`config.mk`:
```
export PLATFORM = sky130hd
export DESIGN_NAME = peripheral_master_wb_flat
export DESIGN_NICKNAME = d
export VERILOG_FILES = /design/src/rtl/peripheral_master_wb_if.sv /design/src/rtl/peripheral_master_wb.sv /design/src/flat_wrapper.sv
export SDC_FILE = /design/constraint.sdc
export NUM_CORES = 1
export LEC_CHECK = 0
export ABC_AREA = 1
export CELL_PAD_IN_SITES_DETAIL_PLACEMENT = 1
export CELL_PAD_IN_SITES_GLOBAL_PLACEMENT = 1
export CORE_ASPECT_RATIO = 1.5
export CORE_MARGIN = 8
export CORE_UTILIZATION = 32
export CTS_CLUSTER_SIZE = 10
export DETAILED_ROUTE_END_ITERATION = 12
export GPL_TIMING_DRIVEN = 0
export PLACE_DENSITY_LB_ADDON = 0.1
export SYNTH_ARGS = -nofsm -noshare
export SYNTH_HDL_FRONTEND = slang
export SYNTH_SLANG_ARGS = --single-unit
export TNS_END_PERCENT = 30
```
`constraint.sdc`:
```
create_clock -name wb_clk -period 1.9 [get_ports wb_clk]
set_input_delay 0.38 -clock wb_clk [delete_from_list [all_inputs] [get_ports wb_clk]]
set_output_delay 0.38 -clock wb_clk [all_outputs]
set_load 0.05 [all_outputs]
```
`src/rtl/peripheral_master_wb_if.sv`:
```
// Signal bundle for peripheral_master_wb: command, write-data stream,
// read-data stream, completion strobe and the Wishbone master bus.
//   master modport : the engine (drives cmd_ready, wdat_ready, rdat*,
//                    done*, wb_*_o; samples cmd_*, wdat*, wb_*_i)
//   slave modport  : the peer (command source, data source/sink, slave)
interface peripheral_master_wb_if #(
    parameter int DW = 32,
    parameter int AW = 32,
    parameter int LW = 4
);
    logic            cmd_valid;
    logic            cmd_ready;
    logic            cmd_we;
    logic [AW-1:0]   cmd_adr;
    logic [DW/8-1:0] cmd_sel;
    logic [LW-1:0]   cmd_len;

    logic            wdat_valid;
    logic            wdat_ready;
    logic [DW-1:0]   wdat;

    logic            rdat_valid;
    logic [DW-1:0]   rdat;

    logic            done;
    logic            done_err;

    logic [AW-1:0]   wb_adr_o;
    logic [DW-1:0]   wb_dat_o;
    logic [DW/8-1:0] wb_sel_o;
    logic            wb_we_o;
    logic            wb_cyc_o;
    logic            wb_stb_o;
    logic [2:0]      wb_cti_o;
    logic [1:0]      wb_bte_o;
    logic [DW-1:0]   wb_dat_i;
    logic            wb_ack_i;
    logic            wb_err_i;
    logic            wb_rty_i;

    modport master (
        input  cmd_valid, cmd_we, cmd_adr, cmd_sel, cmd_len,
        output cmd_ready,
        input  wdat_valid, wdat,
        output wdat_ready,
        output rdat_valid, rdat,
        output done, done_err,
        output wb_adr_o, wb_dat_o, wb_sel_o, wb_we_o,
        output wb_cyc_o, wb_stb_o, wb_cti_o, wb_bte_o,
        input  wb_dat_i, wb_ack_i, wb_err_i, wb_rty_i
    );

    modport slave (
        output cmd_valid, cmd_we, cmd_adr, cmd_sel, cmd_len,
        input  cmd_ready,
        output wdat_valid, wdat,
        input  wdat_ready,
        input  rdat_valid, rdat,
        input  done, done_err,
        input  wb_adr_o, wb_dat_o, wb_sel_o, wb_we_o,
        input  wb_cyc_o, wb_stb_o, wb_cti_o, wb_bte_o,
        output wb_dat_i, wb_ack_i, wb_err_i, wb_rty_i
    );
endinterface

```
`src/rtl/peripheral_master_wb.sv`:
```
// Wishbone B3 master engine: one command becomes a classic single or
// incrementing-burst cycle. Write beats come in on a valid/ready stream,
// read beats leave as rdat_valid pulses, done/done_err close each command.
// Ports:
//   wb_clk   : clock, rising edge
//   wb_rst_n : asynchronous active-low reset
//   bus      : peripheral_master_wb_if.master (cmd_*, wdat*, rdat*,
//              done*, wb_*)
// Optional watchdog: define PERIPHERAL_WB_MASTER_TIMEOUT_EN to end a beat
// with an error after TIMEOUT strobe cycles without any response.
module peripheral_master_wb #(
    parameter int DW      = 32,
    parameter int AW      = 32,
    parameter int LW      = 4,
    parameter int TIMEOUT = 255
) (
    input  logic                  wb_clk,
    input  logic                  wb_rst_n,
    peripheral_master_wb_if.master bus
);
    localparam int SW = DW / 8;
    localparam logic [AW-1:0] STEP = AW'(SW);

    localparam logic [2:0] CTI_CLASSIC = 3'b000;
    localparam logic [2:0] CTI_INCR    = 3'b010;
    localparam logic [2:0] CTI_END     = 3'b111;

    typedef enum logic [2:0] {
        S_IDLE,
        S_WDATA,
        S_BUS,
        S_RTY,
        S_DONE
    } state_t;

    state_t          r_state;
    state_t          w_state;

    logic [LW-1:0]   r_beats;
    logic [LW-1:0]   w_beats;
    logic            r_cmd_ready;
    logic            w_cmd_ready;
    logic            r_wdat_ready;
    logic            w_wdat_ready;
    logic            r_rdat_valid;
    logic            w_rdat_valid;
    logic [DW-1:0]   r_rdat;
    logic [DW-1:0]   w_rdat;
    logic            r_done;
    logic            w_done;
    logic            r_done_err;
    logic            w_done_err;
    logic [AW-1:0]   r_adr;
    logic [AW-1:0]   w_adr;
    logic [DW-1:0]   r_dat;
    logic [DW-1:0]   w_dat;
    logic [SW-1:0]   r_sel;
    logic [SW-1:0]   w_sel;
    logic            r_we;
    logic            w_we;
    logic            r_cyc;
    logic            w_cyc;
    logic            r_stb;
    logic            w_stb;
    logic [2:0]      r_cti;
    logic [2:0]      w_cti;

    logic            w_tmo;
    logic            w_fail;

`ifdef PERIPHERAL_WB_MASTER_TIMEOUT_EN
    localparam int TW = $clog2(TIMEOUT + 1);

    logic [TW-1:0]   r_wdog;
    logic            w_resp;

    assign w_resp = bus.wb_ack_i | bus.wb_err_i | bus.wb_rty_i;

    // Fires on the TIMEOUT-th silent strobe cycle of a beat.
    assign w_tmo = (r_state == S_BUS) && !w_resp &&
                   (r_wdog == TW'(TIMEOUT - 1));

    always_ff @(posedge wb_clk or negedge wb_rst_n) begin
        if (!wb_rst_n) begin
            r_wdog <= '0;
        end else if (r_state != S_BUS || w_resp) begin
            r_wdog <= '0;
        end else begin
            r_wdog <= r_wdog + TW'(1);
        end
    end
`else
    assign w_tmo = 1'b0;
`endif

    assign w_fail = bus.wb_err_i | w_tmo;

    // Next-state and next-output logic; every output is a register.
    always_comb begin
        w_state      = r_state;
        w_beats      = r_beats;
        w_cmd_ready  = r_cmd_ready;
        w_wdat_ready = r_wdat_ready;
        w_rdat_valid = 1'b0;
        w_rdat       = r_rdat;
        w_done       = 1'b0;
        w_done_err   = 1'b0;
        w_adr        = r_adr;
        w_dat        = r_dat;
        w_sel        = r_sel;
        w_we         = r_we;
        w_cyc        = r_cyc;
        w_stb        = r_stb;
        w_cti        = r_cti;

        unique case (r_state)
            S_IDLE: begin
                if (bus.cmd_valid) begin
                    w_we        = bus.cmd_we;
                    w_adr       = bus.cmd_adr;
                    w_sel       = bus.cmd_sel;
                    w_beats     = bus.cmd_len;
                    w_cmd_ready = 1'b0;
                    w_cyc       = 1'b1;
                    w_cti       = (bus.cmd_len == '0) ? CTI_CLASSIC
                                                      : CTI_INCR;
                    if (bus.cmd_we) begin
                        w_state      = S_WDATA;
                        w_wdat_ready = 1'b1;
                    end else begin
                        w_state = S_BUS;
                        w_stb   = 1'b1;
                    end
                end
            end

            S_WDATA: begin
                if (bus.wdat_valid) begin
                    w_dat        = bus.wdat;
                    w_wdat_ready = 1'b0;
                    w_stb        = 1'b1;
                    w_state      = S_BUS;
                end
            end

            S_BUS: begin
                if (w_fail) begin
                    w_state    = S_DONE;
                    w_cyc      = 1'b0;
                    w_stb      = 1'b0;
                    w_cti      = CTI_CLASSIC;
                    w_done     = 1'b1;
                    w_done_err = 1'b1;
                end else if (bus.wb_ack_i) begin
                    if (!r_we) begin
                        w_rdat       = bus.wb_dat_i;
                        w_rdat_valid = 1'b1;
                    end
                    if (r_beats == '0) begin
                        w_state = S_DONE;
                        w_cyc   = 1'b0;
                        w_stb   = 1'b0;
                        w_cti   = CTI_CLASSIC;
                        w_done  = 1'b1;
                    end else begin
                        w_adr   = r_adr + STEP;
                        w_beats = r_beats - LW'(1);
                        w_cti   = (r_beats == LW'(1)) ? CTI_END
                                                      : CTI_INCR;
                        // Writes fetch the next beat before strobing.
                        if (r_we) begin
                            w_state      = S_WDATA;
                            w_stb        = 1'b0;
                            w_wdat_ready = 1'b1;
                        end
                    end
                end else if (bus.wb_rty_i) begin
                    w_state = S_RTY;
                    w_stb   = 1'b0;
                end
            end

            // One idle strobe cycle, then the same beat again.
            S_RTY: begin
                w_state = S_BUS;
                w_stb   = 1'b1;
            end

            S_DONE: begin
                w_state     = S_IDLE;
                w_cmd_ready = 1'b1;
            end

            default: begin
                w_state     = S_IDLE;
                w_cmd_ready = 1'b1;
                w_cyc       = 1'b0;
                w_stb       = 1'b0;
            end
        endcase
    end

    always_ff @(posedge wb_clk or negedge wb_rst_n) begin
        if (!wb_rst_n) begin
            r_state      <= S_IDLE;
            r_beats      <= '0;
            r_cmd_ready  <= 1'b1;
            r_wdat_ready <= 1'b0;
            r_rdat_valid <= 1'b0;
            r_rdat       <= '0;
            r_done       <= 1'b0;
            r_done_err   <= 1'b0;
            r_adr        <= '0;
            r_dat        <= '0;
            r_sel        <= '0;
            r_we         <= 1'b0;
            r_cyc        <= 1'b0;
            r_stb        <= 1'b0;
            r_cti        <= '0;
        end else begin
            r_state      <= w_state;
            r_beats      <= w_beats;
            r_cmd_ready  <= w_cmd_ready;
            r_wdat_ready <= w_wdat_ready;
            r_rdat_valid <= w_rdat_valid;
            r_rdat       <= w_rdat;
            r_done       <= w_done;
            r_done_err   <= w_done_err;
            r_adr        <= w_adr;
            r_dat        <= w_dat;
            r_sel        <= w_sel;
            r_we         <= w_we;
            r_cyc        <= w_cyc;
            r_stb        <= w_stb;
            r_cti        <= w_cti;
        end
    end

    assign bus.cmd_ready  = r_cmd_ready;
    assign bus.wdat_ready = r_wdat_ready;
    assign bus.rdat_valid = r_rdat_valid;
    assign bus.rdat       = r_rdat;
    assign bus.done       = r_done;
    assign bus.done_err   = r_done_err;
    assign bus.wb_adr_o   = r_adr;
    assign bus.wb_dat_o   = r_dat;
    assign bus.wb_sel_o   = r_sel;
    assign bus.wb_we_o    = r_we;
    assign bus.wb_cyc_o   = r_cyc;
    assign bus.wb_stb_o   = r_stb;
    assign bus.wb_cti_o   = r_cti;
    assign bus.wb_bte_o   = 2'b00;
endmodule
```
`src/flat_wrapper.sv`:
```
// flat-port wrapper written by rule: the top's interface ports become plain ports
module peripheral_master_wb_flat 
#(
    parameter int DW      = 32,
    parameter int AW      = 32,
    parameter int LW      = 4,
    parameter int TIMEOUT = 255
)
  (wb_clk, wb_rst_n, bus_cmd_valid, bus_cmd_we, bus_cmd_adr, bus_cmd_sel, bus_cmd_len, bus_cmd_ready, bus_wdat_valid, bus_wdat, bus_wdat_ready, bus_rdat_valid, bus_rdat, bus_done, bus_done_err, bus_wb_adr_o, bus_wb_dat_o, bus_wb_sel_o, bus_wb_we_o, bus_wb_cyc_o, bus_wb_stb_o, bus_wb_cti_o, bus_wb_bte_o, bus_wb_dat_i, bus_wb_ack_i, bus_wb_err_i, bus_wb_rty_i);
  peripheral_master_wb_if #(.DW(DW), .AW(AW), .LW(LW)) bus_i ();
  input  logic wb_clk;
  input  logic wb_rst_n;
  input wire logic [$bits(bus_i.cmd_valid)-1:0] bus_cmd_valid;
  input wire logic [$bits(bus_i.cmd_we)-1:0] bus_cmd_we;
  input wire logic [$bits(bus_i.cmd_adr)-1:0] bus_cmd_adr;
  input wire logic [$bits(bus_i.cmd_sel)-1:0] bus_cmd_sel;
  input wire logic [$bits(bus_i.cmd_len)-1:0] bus_cmd_len;
  output wire logic [$bits(bus_i.cmd_ready)-1:0] bus_cmd_ready;
  input wire logic [$bits(bus_i.wdat_valid)-1:0] bus_wdat_valid;
  input wire logic [$bits(bus_i.wdat)-1:0] bus_wdat;
  output wire logic [$bits(bus_i.wdat_ready)-1:0] bus_wdat_ready;
  output wire logic [$bits(bus_i.rdat_valid)-1:0] bus_rdat_valid;
  output wire logic [$bits(bus_i.rdat)-1:0] bus_rdat;
  output wire logic [$bits(bus_i.done)-1:0] bus_done;
  output wire logic [$bits(bus_i.done_err)-1:0] bus_done_err;
  output wire logic [$bits(bus_i.wb_adr_o)-1:0] bus_wb_adr_o;
  output wire logic [$bits(bus_i.wb_dat_o)-1:0] bus_wb_dat_o;
  output wire logic [$bits(bus_i.wb_sel_o)-1:0] bus_wb_sel_o;
  output wire logic [$bits(bus_i.wb_we_o)-1:0] bus_wb_we_o;
  output wire logic [$bits(bus_i.wb_cyc_o)-1:0] bus_wb_cyc_o;
  output wire logic [$bits(bus_i.wb_stb_o)-1:0] bus_wb_stb_o;
  output wire logic [$bits(bus_i.wb_cti_o)-1:0] bus_wb_cti_o;
  output wire logic [$bits(bus_i.wb_bte_o)-1:0] bus_wb_bte_o;
  input wire logic [$bits(bus_i.wb_dat_i)-1:0] bus_wb_dat_i;
  input wire logic [$bits(bus_i.wb_ack_i)-1:0] bus_wb_ack_i;
  input wire logic [$bits(bus_i.wb_err_i)-1:0] bus_wb_err_i;
  input wire logic [$bits(bus_i.wb_rty_i)-1:0] bus_wb_rty_i;
  assign bus_i.cmd_valid = bus_cmd_valid;
  assign bus_i.cmd_we = bus_cmd_we;
  assign bus_i.cmd_adr = bus_cmd_adr;
  assign bus_i.cmd_sel = bus_cmd_sel;
  assign bus_i.cmd_len = bus_cmd_len;
  assign bus_cmd_ready = bus_i.cmd_ready;
  assign bus_i.wdat_valid = bus_wdat_valid;
  assign bus_i.wdat = bus_wdat;
  assign bus_wdat_ready = bus_i.wdat_ready;
  assign bus_rdat_valid = bus_i.rdat_valid;
  assign bus_rdat = bus_i.rdat;
  assign bus_done = bus_i.done;
  assign bus_done_err = bus_i.done_err;
  assign bus_wb_adr_o = bus_i.wb_adr_o;
  assign bus_wb_dat_o = bus_i.wb_dat_o;
  assign bus_wb_sel_o = bus_i.wb_sel_o;
  assign bus_wb_we_o = bus_i.wb_we_o;
  assign bus_wb_cyc_o = bus_i.wb_cyc_o;
  assign bus_wb_stb_o = bus_i.wb_stb_o;
  assign bus_wb_cti_o = bus_i.wb_cti_o;
  assign bus_wb_bte_o = bus_i.wb_bte_o;
  assign bus_i.wb_dat_i = bus_wb_dat_i;
  assign bus_i.wb_ack_i = bus_wb_ack_i;
  assign bus_i.wb_err_i = bus_wb_err_i;
  assign bus_i.wb_rty_i = bus_wb_rty_i;
  peripheral_master_wb #(.DW(DW), .AW(AW), .LW(LW), .TIMEOUT(TIMEOUT)) u_core (.wb_clk(wb_clk), .wb_rst_n(wb_rst_n), .bus(bus_i));
endmodule
```
# Word-level counts from Yosys, hierarchy flattened
# Cells that the tools add are included.
# totals
ff_bits,118
latch_bits,0
ram_bits,0
romBits,0
input_bits,112
output_inout_bits,113
elab_cells,116
memories,0
# op_classes
n_addsub,2
mul,0
div_mod_pow,0
order_cmp,0
eq_ne,17
n_shift,0
mux,60
bitwise_logic,5
reduce_logical,17
# op_table
operator,n
32-bit two-way mux,4
32-bit one-hot mux with 2 select lines,1
3-bit two-way mux,12
32-bit by 3-bit adder with 32-bit output (second input constant),1
1-bit two-way mux,30
4-bit two-way mux,4
2-bit inequality test (second input constant),7
3-bit one-hot mux with 4 select lines,1
4-bit AND reduction,3
4-bit logical NOT,2
4-bit one-hot mux with 2 select lines,1
8-bit AND reduction,1
3-bit by 2-bit == test with 1-bit output (second input constant),2
1-bit one-hot mux with 3 select lines,2
3-bit one-hot mux with 2 select lines,1
2-bit AND reduction,3
6-bit AND reduction,1
3-bit OR reduction,2
5-bit by 3-bit inequality test with 1-bit output (second input constant),1
1-bit inverter,5
1-bit one-hot mux with 5 select lines,1
5-bit AND reduction,1
4-bit by 1-bit == test with 1-bit output (second input constant),1
2-bit two-way mux,2
other kinds (12),12

# Depth between registers and ports, before layout
# Gate-level depths: netlist of run 1.
# logic_depth
ltp_word,6
depth_mapped,12
depth_no_buf,11

# Least setup slack after synthesis of run 1
# Ideal clock, no wire load.
# synth_timing
path_type,flip-flop to flip-flop
startpoint,"register u_core.r_adr[3], in the netlist u_core.bus.wb_adr_o[3]"
endpoint,"register u_core.r_adr[28], in the netlist u_core.bus.wb_adr_o[28]"
setup_ps,118
t_arrival_ps,1786
required_time_ps,1782
path_slack_ps,-4
stages_incl_launch_ff,11
path_buffers,0
period_less_slack_ps,1904
cell_sequence,dfrtp_1 > ha_1 > nand2_1 > nor2_1 > nand2_1 > nor2_1 > nand2_1 > nand2_1 > nand3_1 > nand2_1 > nand2_1
# synth_between
elab_chain_cells,5
# synth_lines
item,line,rtl
"start, declared",peripheral_master_wb.sv:53,logic [AW-1:0] r_adr;
"start signal, assigned",peripheral_master_wb.sv:229,r_adr <= w_adr;
32-bit by 3-bit adder with 32-bit output,peripheral_master_wb.sv:166,w_adr = r_adr + STEP;
32-bit two-way mux,peripheral_master_wb.sv:159,if (r_beats == '0) begin
32-bit two-way mux,peripheral_master_wb.sv:154,end else if (bus.wb_ack_i) begin
32-bit two-way mux,peripheral_master_wb.sv:147,if (w_fail) begin
32-bit one-hot mux with 2 select lines,peripheral_master_wb.sv:116,unique case (r_state)
# No other way between the ends. The select of a mux whose other input is x is not followed.
# A chain may end at the register's enable or synchronous reset.

# Worst setup path after layout of run 1
# layout_timing
startpoint,"register u_core.r_cmd_ready, in the netlist u_core.bus.cmd_ready"
endpoint,output port bus_cmd_ready
# layout_lines
item,line,rtl
"start, declared",peripheral_master_wb.sv:41,logic r_cmd_ready;
"start signal, assigned",peripheral_master_wb.sv:223,r_cmd_ready <= w_cmd_ready;
"end, declared",flat_wrapper.sv:18,output wire logic [$bits(bus_i.cmd_ready)-1:0] bus_cmd_ready;
# No word-level cell between the ends.

==> flow_summary.ini, run 1 <==
[cts]
cts.sinks = 117
cts.clk_slew.worst_paths_ps = 60
clk_latency_ps = 420
cts_buffers = 17
cts_tree = yes
post_cts_buffers = 0
cts_root_buffer = clkbuf_16
cts_max_level = 4
cts_buffer_depth = 2

[power]
cellInternalPower_w = 0.008710
p_clk_frac = 0.178
swShare = 0.5242
finalPower_w = 0.01830
seqPwrFrac = 0.256
p_leak_nw = 4.447
powerDensity_nw_per_um2 = 2043
ir_worst_vdd_uv = 876.1
combPwrFrac = 0.567
power.switching_w = 0.009594

[route]
wl_um = 21740
via_count = 5792
ant_nets = 0
drtIter0Drc = 247
first_pass_iters = 4
drc = 0
wire_per_inst_um = 17.81
vias_per_cell = 4.744

[placement]
place_hpwl_um = 17030
place_area_um2 = 8449
gp_congestion = 0.8994
port_buffers = 222

[setup_path]
path_max_fanout = 2
crit_path_start = u_core.bus.cmd_ready
cp.arrival_ps = 1470
path_cells = clkdlybuf4s15_1
required_ps = 1520
crit_family = flip-flops
crit_slowest_cell = dfstp_2
r2r-start = u_core.bus.wb_adr_o[4]
critPathCaptureType = output pin
worstRegToRegCells = 9
worstReg2RegEnd = u_core.bus.wb_adr_o[25]
cp-start-kind = flop
critPathMaxStageDelay_ps = 530
reg2reg_setup_slack_ps = 130
cp_num_buf_inv = 1
path_class = reg -> out

[timing]
fin_setup_tns_ps = 0
slew_headroom = 0.5309
fin_crit_ps = 1847
final-hold-violation-count = 0
tightestPinTransition_ps = 703.6
setup_violations = 0
slew_viol_final = 0
clock.fmax_mhz = 541.3
grt_setup_unrepaired = true
clock_skew_ps = 10.29
period_share = 0.9724

[finish]
synthToLayoutAreaGrowth_pct = 51.35
fin_area_um2 = 8957
utilization = 0.4890
multi_input_area_um2 = 2646
filler_cell_count = 2245
final_nets = 1103
final_layout_size_suffix_gt1_frac = 0.1230
seq_area_um2 = 2930

[global_route]
overflow = 0
antenna_found_initial = 1
grt_pass1_wl_um = 35230
grt_pass1_vias = 6494
grt_usage = 0.1957
grt_start_max_net_pins = 77

[synth]
ys_seq_elements = 117
synthMuxAreaShare = 0.07590
synth_top_area_share = 0.4905
syn_area_um2 = 5918
synth_top_family_by_area = simple AND/OR/NAND/NOR gates
ys_warn_count = 0
synth_cells = 744
synth-simple-area-share = 0.3087
avgSynthCellArea_um2 = 7.955
synth_compound_area_frac = 0.04101
synthXorXnorAreaFrac = 0.008879
synthTopCellsByArea = dfrtp_1, nand2_1, mux2_2
synth.distinct_cells = 34
yosys.area.top_type = dfrtp_1
synth-seq-area-share = 0.4949
synth-adder-area-share = 0.006342

[die]
dieArea_um2 = 23190
coreArea_um2 = 18320
ioPinCount = 225
rows = 61
initial_core_util = 0.3231
die_h_um = 182.6
die_w_um = 127.0

[status]
status = finished clean

[min_path]
hold_path.class = in -> async

[run]
maxCapViolations = 0
==> synthesized netlist by cell type <==
cell,instances
nor4_1,1
and3_1,1
inv_2,3
inv_1,57
buf_4,4
and2_1,1
nand2_2,3
nor2_2,5
dfstp_2,1
nand2_1,303
nand4_1,5
o22ai_1,2
nand3_4,1
buf_6,3
xnor2_1,3
dfrtp_1,116
o21bai_1,1
o21ai_0,31
ha_1,3
nor3b_1,1
buf_1,1
or2_2,11
clkbuf_1,5
nand3b_2,1
o211ai_1,1
nand3_1,54
mux2i_1,1
conb_1,1
mux2_1,2
xor2_1,3
nor2_1,57
buf_2,13
a21oi_1,12
mux2_2,37
==> repair_timing <==
item / in CTS / in global routing
endpoints found under the hold margin: 41 / 0
setup endpoints to repair: 115 / 27
gates resized for setup: 116 / 14
gates cloned: 0 / 0
hold buffers: 1 / 0
==> power groups by stage <==
stage,registers [W],logic (W),clock network (W)
2_1_floorplan,0.00845,0.00346,0
3_3_place_gp,0.00471,0.0112,0
3_5_place_dp,0.00476,0.0112,0
4_1_cts,0.00469,0.0105,0.00333
5_1_grt,0.00488,0.0113,0.00343
6_report,0.00468,0.0104,0.00325
==> placed cells by master (no fill, tap or decap), types with 5 or more instances in the layout <==
| cell type | n |
|---|---|
| a21oi_1 | 12 |
| buf_2 | 9 |
| buf_4 | 6 |
| clkbuf_1 | 5 |
| clkbuf_16 | 17 |
| clkdlybuf4s50_1 | 110 |
| dfrtp_1 | 115 |
| dlygate4sd2_1 | 108 |
| inv_1 | 57 |
| mux2_2 | 37 |
| nand2_1 | 301 |
| nand2_2 | 5 |
| nand3_1 | 53 |
| nand4_1 | 5 |
| nor2_1 | 53 |
| nor2_2 | 7 |
| o21ai_0 | 31 |
| or2_2 | 11 |
==> per-layer routing <==
metal  routed length, um  part of all wire  GRT usage
met5                   0                 0          0
met1                7562              0.35     0.1855
met4                 556             0.026    0.07310
met3                1625             0.075    0.07274
met2               12000              0.55     0.3708
==> cell type report <==
class,instances,share of cell area
buffer,26,0.01802
sequential,117,0.3271
tap,220,0.03073
multi-input combinational,542,0.2954
clock inverter,13,0.01662
clock buffer,18,0.04903
inverter,60,0.02542
timing repair buffer,224,0.2373
antenna,1,0.0002794
==> through the flow <==
| stage | cells | hold slack, ps | worst slack (ps) |
|---|---|---|---|
| finish | 1221 | 450.6 | 52.53 |
| global route | 1221 | 488.1 | -0.9041 |
| CTS | 1220 | 451.0 | 0.3486 |
| detailed placement | 1188 | 335.8 | -330.4 |
| global placement | 1187 | 460.7 | -5113 |
| floorplan | 745 | 84.41 | 7.314 |
==> flip-flops by register name, indices dropped and copies added (netlist names) <==
name,cells
u_core.bus.cmd_ready,1
u_core.bus.done,1
u_core.bus.done_err,1
u_core.bus.rdat,32
u_core.bus.rdat_valid,1
u_core.bus.wb_adr_o,32
u_core.bus.wb_cti_o,2
u_core.bus.wb_cyc_o,1
u_core.bus.wb_dat_o,32
u_core.bus.wb_sel_o,4
u_core.bus.wb_stb_o,1
u_core.bus.wb_we_o,1
u_core.bus.wdat_ready,1
u_core.r_beats,4
u_core.r_state,3
==> cell families (layout without fill, tap and decap cells) <==
family | Yosys count | in the layout
simple gates | 444 | 444
mux | 40 | 40
xor+xnor | 6 | 6
other cells | 1 | 3
buf+inv | 86 | 341
compound gates | 47 | 47
flops | 117 | 117
fa+ha+maj | 3 | 3
==> worst max path at each step <==
| stage | end | cells past startpoint | slack (ps) |
|---|---|---|---|
| 3_5_place_dp | u_core.bus.wb_adr_o[28] | 10 | -330 |
| 3_3_place_gp | u_core.bus.wb_adr_o[3] | 1 | -5110 |
| 6_report | bus_cmd_ready | 1 | 50 |
| 4_1_cts | bus_cmd_ready | 1 | 0.3 |
| 5_1_grt | bus_cmd_ready | 1 | -0.9 |
| 2_1_floorplan | u_core.bus.wb_adr_o[28] | 10 | 7 |
Power figures use the tool's default switching activity.
==> run 2: changes to the inputs <==
Settings changed: CTS_BUF_LIST from default to sky130_fd_sc_hd__clkbuf_8.
==> run 2 against run 1 <==
Final cell count unchanged. Worst setup slack lost 5.4 ps. Register-to-register slack improved by 20 ps. Largest power group unchanged. Sequential share of layout area rose by 0.76 points. Critical endpoint is now bus_wb_adr_o[19]. Maximum frequency is 0.29% lower. Sequential cell count stayed put. Sequential power is essentially flat. Core utilization down 1.1 points. Via count up 0.45%. First-iteration DRC count up 18%. Die area is the same.
==> flow_summary.ini, run 2 (synthesis results as in run 1) <==
[timing]
period_share = 0.9752
tightestPinTransition_ps = 702.4
clock_skew_ps = 15.09
slew_headroom = 0.5317
clock.fmax_mhz = 539.7
setup_violations = 0
final-hold-violation-count = 0
fin_crit_ps = 1853
worst_hold_slack_ps = 410.0
slew_viol_final = 0
grt_setup_unrepaired = true

[power]
power.switching_w = 0.009485
p_leak_nw = 4.344
p_clk_frac = 0.137
cellInternalPower_w = 0.007934
ir_worst_vdd_uv = 836.9
swShare = 0.5445
seqPwrFrac = 0.268
powerDensity_nw_per_um2 = 1990
finalPower_w = 0.01742
combPwrFrac = 0.595

[finish]
mostFrequentLayoutCells = nand2_1, dfrtp_1, clkdlybuf4s50_1, dlygate4sd2_1, inv_1
synthToLayoutAreaGrowth_pct = 47.91
final_layout_size_suffix_gt1_frac = 0.1280
final_nets = 1103
final_common_cell = nand2_1

[setup_path]
critPathMaxStageDelay_ps = 550
r2r-start = u_core.bus.wb_adr_o[2]
worstRegToRegCells = 8
worstReg2RegEnd = u_core.bus.wb_adr_o[16]
reg2reg_setup_slack_ps = 150
crit_family = buffers and inverters
path_class = reg -> out
critPathCaptureType = output pin
path_cells = clkdlybuf4s15_1
path_max_fanout = 6
crit_slowest_cell = clkdlybuf4s15_1
cp_num_buf_inv = 1
cp.arrival_ps = 1470
cp-start-kind = flop
required_ps = 1520

[die]
ioPinCount = 225
die_h_um = 182.6
rows = 61
coreArea_um2 = 18320
initial_core_util = 0.3231
die_w_um = 127.0
dieArea_um2 = 23190

[route]
drc = 0
vias_per_cell = 4.765
first_pass_iters = 4
ant_nets = 0
wl_um = 21620
wire_per_inst_um = 17.71
via_count = 5818
drtIter0Drc = 292

[cts]
cts_tree = yes
cts_buffers = 17
cts.clk_slew.worst_paths_ps = 90
cts.sinks = 117
cts_max_level = 4
cts_buffer_depth = 2
cts_root_buffer = clkbuf_8
clk_latency_ps = 450

[global_route]
grt_pass1_vias = 6470
grt_start_max_net_pins = 77
grt_pass1_wl_um = 35050
overflow = 0
antenna_found_initial = 1
grt_usage = 0.1944

[min_path]
hold_path.class = in -> async

[status]
status = finished clean

[run]
maxCapViolations = 0

[placement]
gp_congestion = 0.8994
place_hpwl_um = 17030
port_buffers = 222
==> run 2: cell types whose count changed in the layout (fill, tap and decap cells not counted), sizes merged <==
| cell | before | now |
|---|---|---|
| clkdlybuf4s15 | 3 | 7 |
| clkbuf | 25 | 30 |
| dlygate4sd2 | 108 | 99 |
==> run 2: layout make-up <==
class | instances | area (um^2)
fill | 2267 | 9564
sequential | 117 | 2930
multi-input combinational | 542 | 2646
timing repair buffer | 224 | 2113
tap | 220 | 275.3
clock buffer | 18 | 247.7
inverter | 60 | 227.7
buffer | 26 | 161.4
clock inverter | 13 | 148.9
antenna | 1 | 2.502
==> run 2: metal layers <==
layer	up-vias	track usage	share of wire
met2	141	0.3683	0.55
met4	0	0.06785	0.022
met5	-	0	0
met3	27	0.07391	0.074
met1	2833	0.1851	0.35
li1	2817	-	-
==> run 2: worst max path at each step <==
stage | from | end | slack (ps) | depth (start not counted)
after detailed placement | u_core.bus.wb_adr_o[2] | u_core.bus.wb_adr_o[28] | -330 | 10
after global routing | u_core.bus.wb_adr_o[19] | bus_wb_adr_o[19] | -20 | 1
after floorplan | u_core.bus.wb_adr_o[2] | u_core.bus.wb_adr_o[28] | 7 | 10
final | u_core.bus.wb_adr_o[19] | bus_wb_adr_o[19] | 50 | 1
after global placement | wb_rst_n | u_core.bus.wb_adr_o[3] | -5110 | 1
after CTS | u_core.r_state[2] | u_core.bus.wb_dat_o[10] | 2 | 6
==> run 2: worst register-to-register path: cells and delay by family (launching register included) <==
family        cells  cell delay (ps)
simple gates      7             1000
fa+ha+maj         1              230
flops             1              420
==> run 2: metrics by stage <==
| stage | util | instances | cell area [um^2] | setup TNS, ps | setup slack, ps |
|---|---|---|---|---|---|
| global route | 0.4779 | 1221 | 8753 | -17.35 | -17.35 |
| floorplan | - | 745 | 5923 | 0 | 7.314 |
| finish | 0.4779 | 1221 | 8753 | 0 | 47.10 |
| detailed placement | 0.4613 | 1188 | 8449 | -5171 | -330.4 |
| CTS | 0.4769 | 1220 | 8736 | 0 | 2.287 |
| global placement | 0.4597 | 1187 | 8421 | -546680 | -5113 |
==> run 2: power by group through the flow <==
stage,Sequential [W],Combinational [W],Clock [W]
2_1_floorplan,0.00845,0.00346,0
3_3_place_gp,0.00471,0.0112,0
3_5_place_dp,0.00476,0.0112,0
4_1_cts,0.00468,0.0105,0.00245
5_1_grt,0.00487,0.0113,0.00255
6_report,0.00467,0.0104,0.00238
==> run 2: repair_timing <==
action | in CTS | in global routing
hold buffers | 1 | 0
endpoints found under the hold margin | 41 | 0
resized for setup | 120 | 25
setup buffers | 0 | 0
setup endpoints to repair | 114 | 62
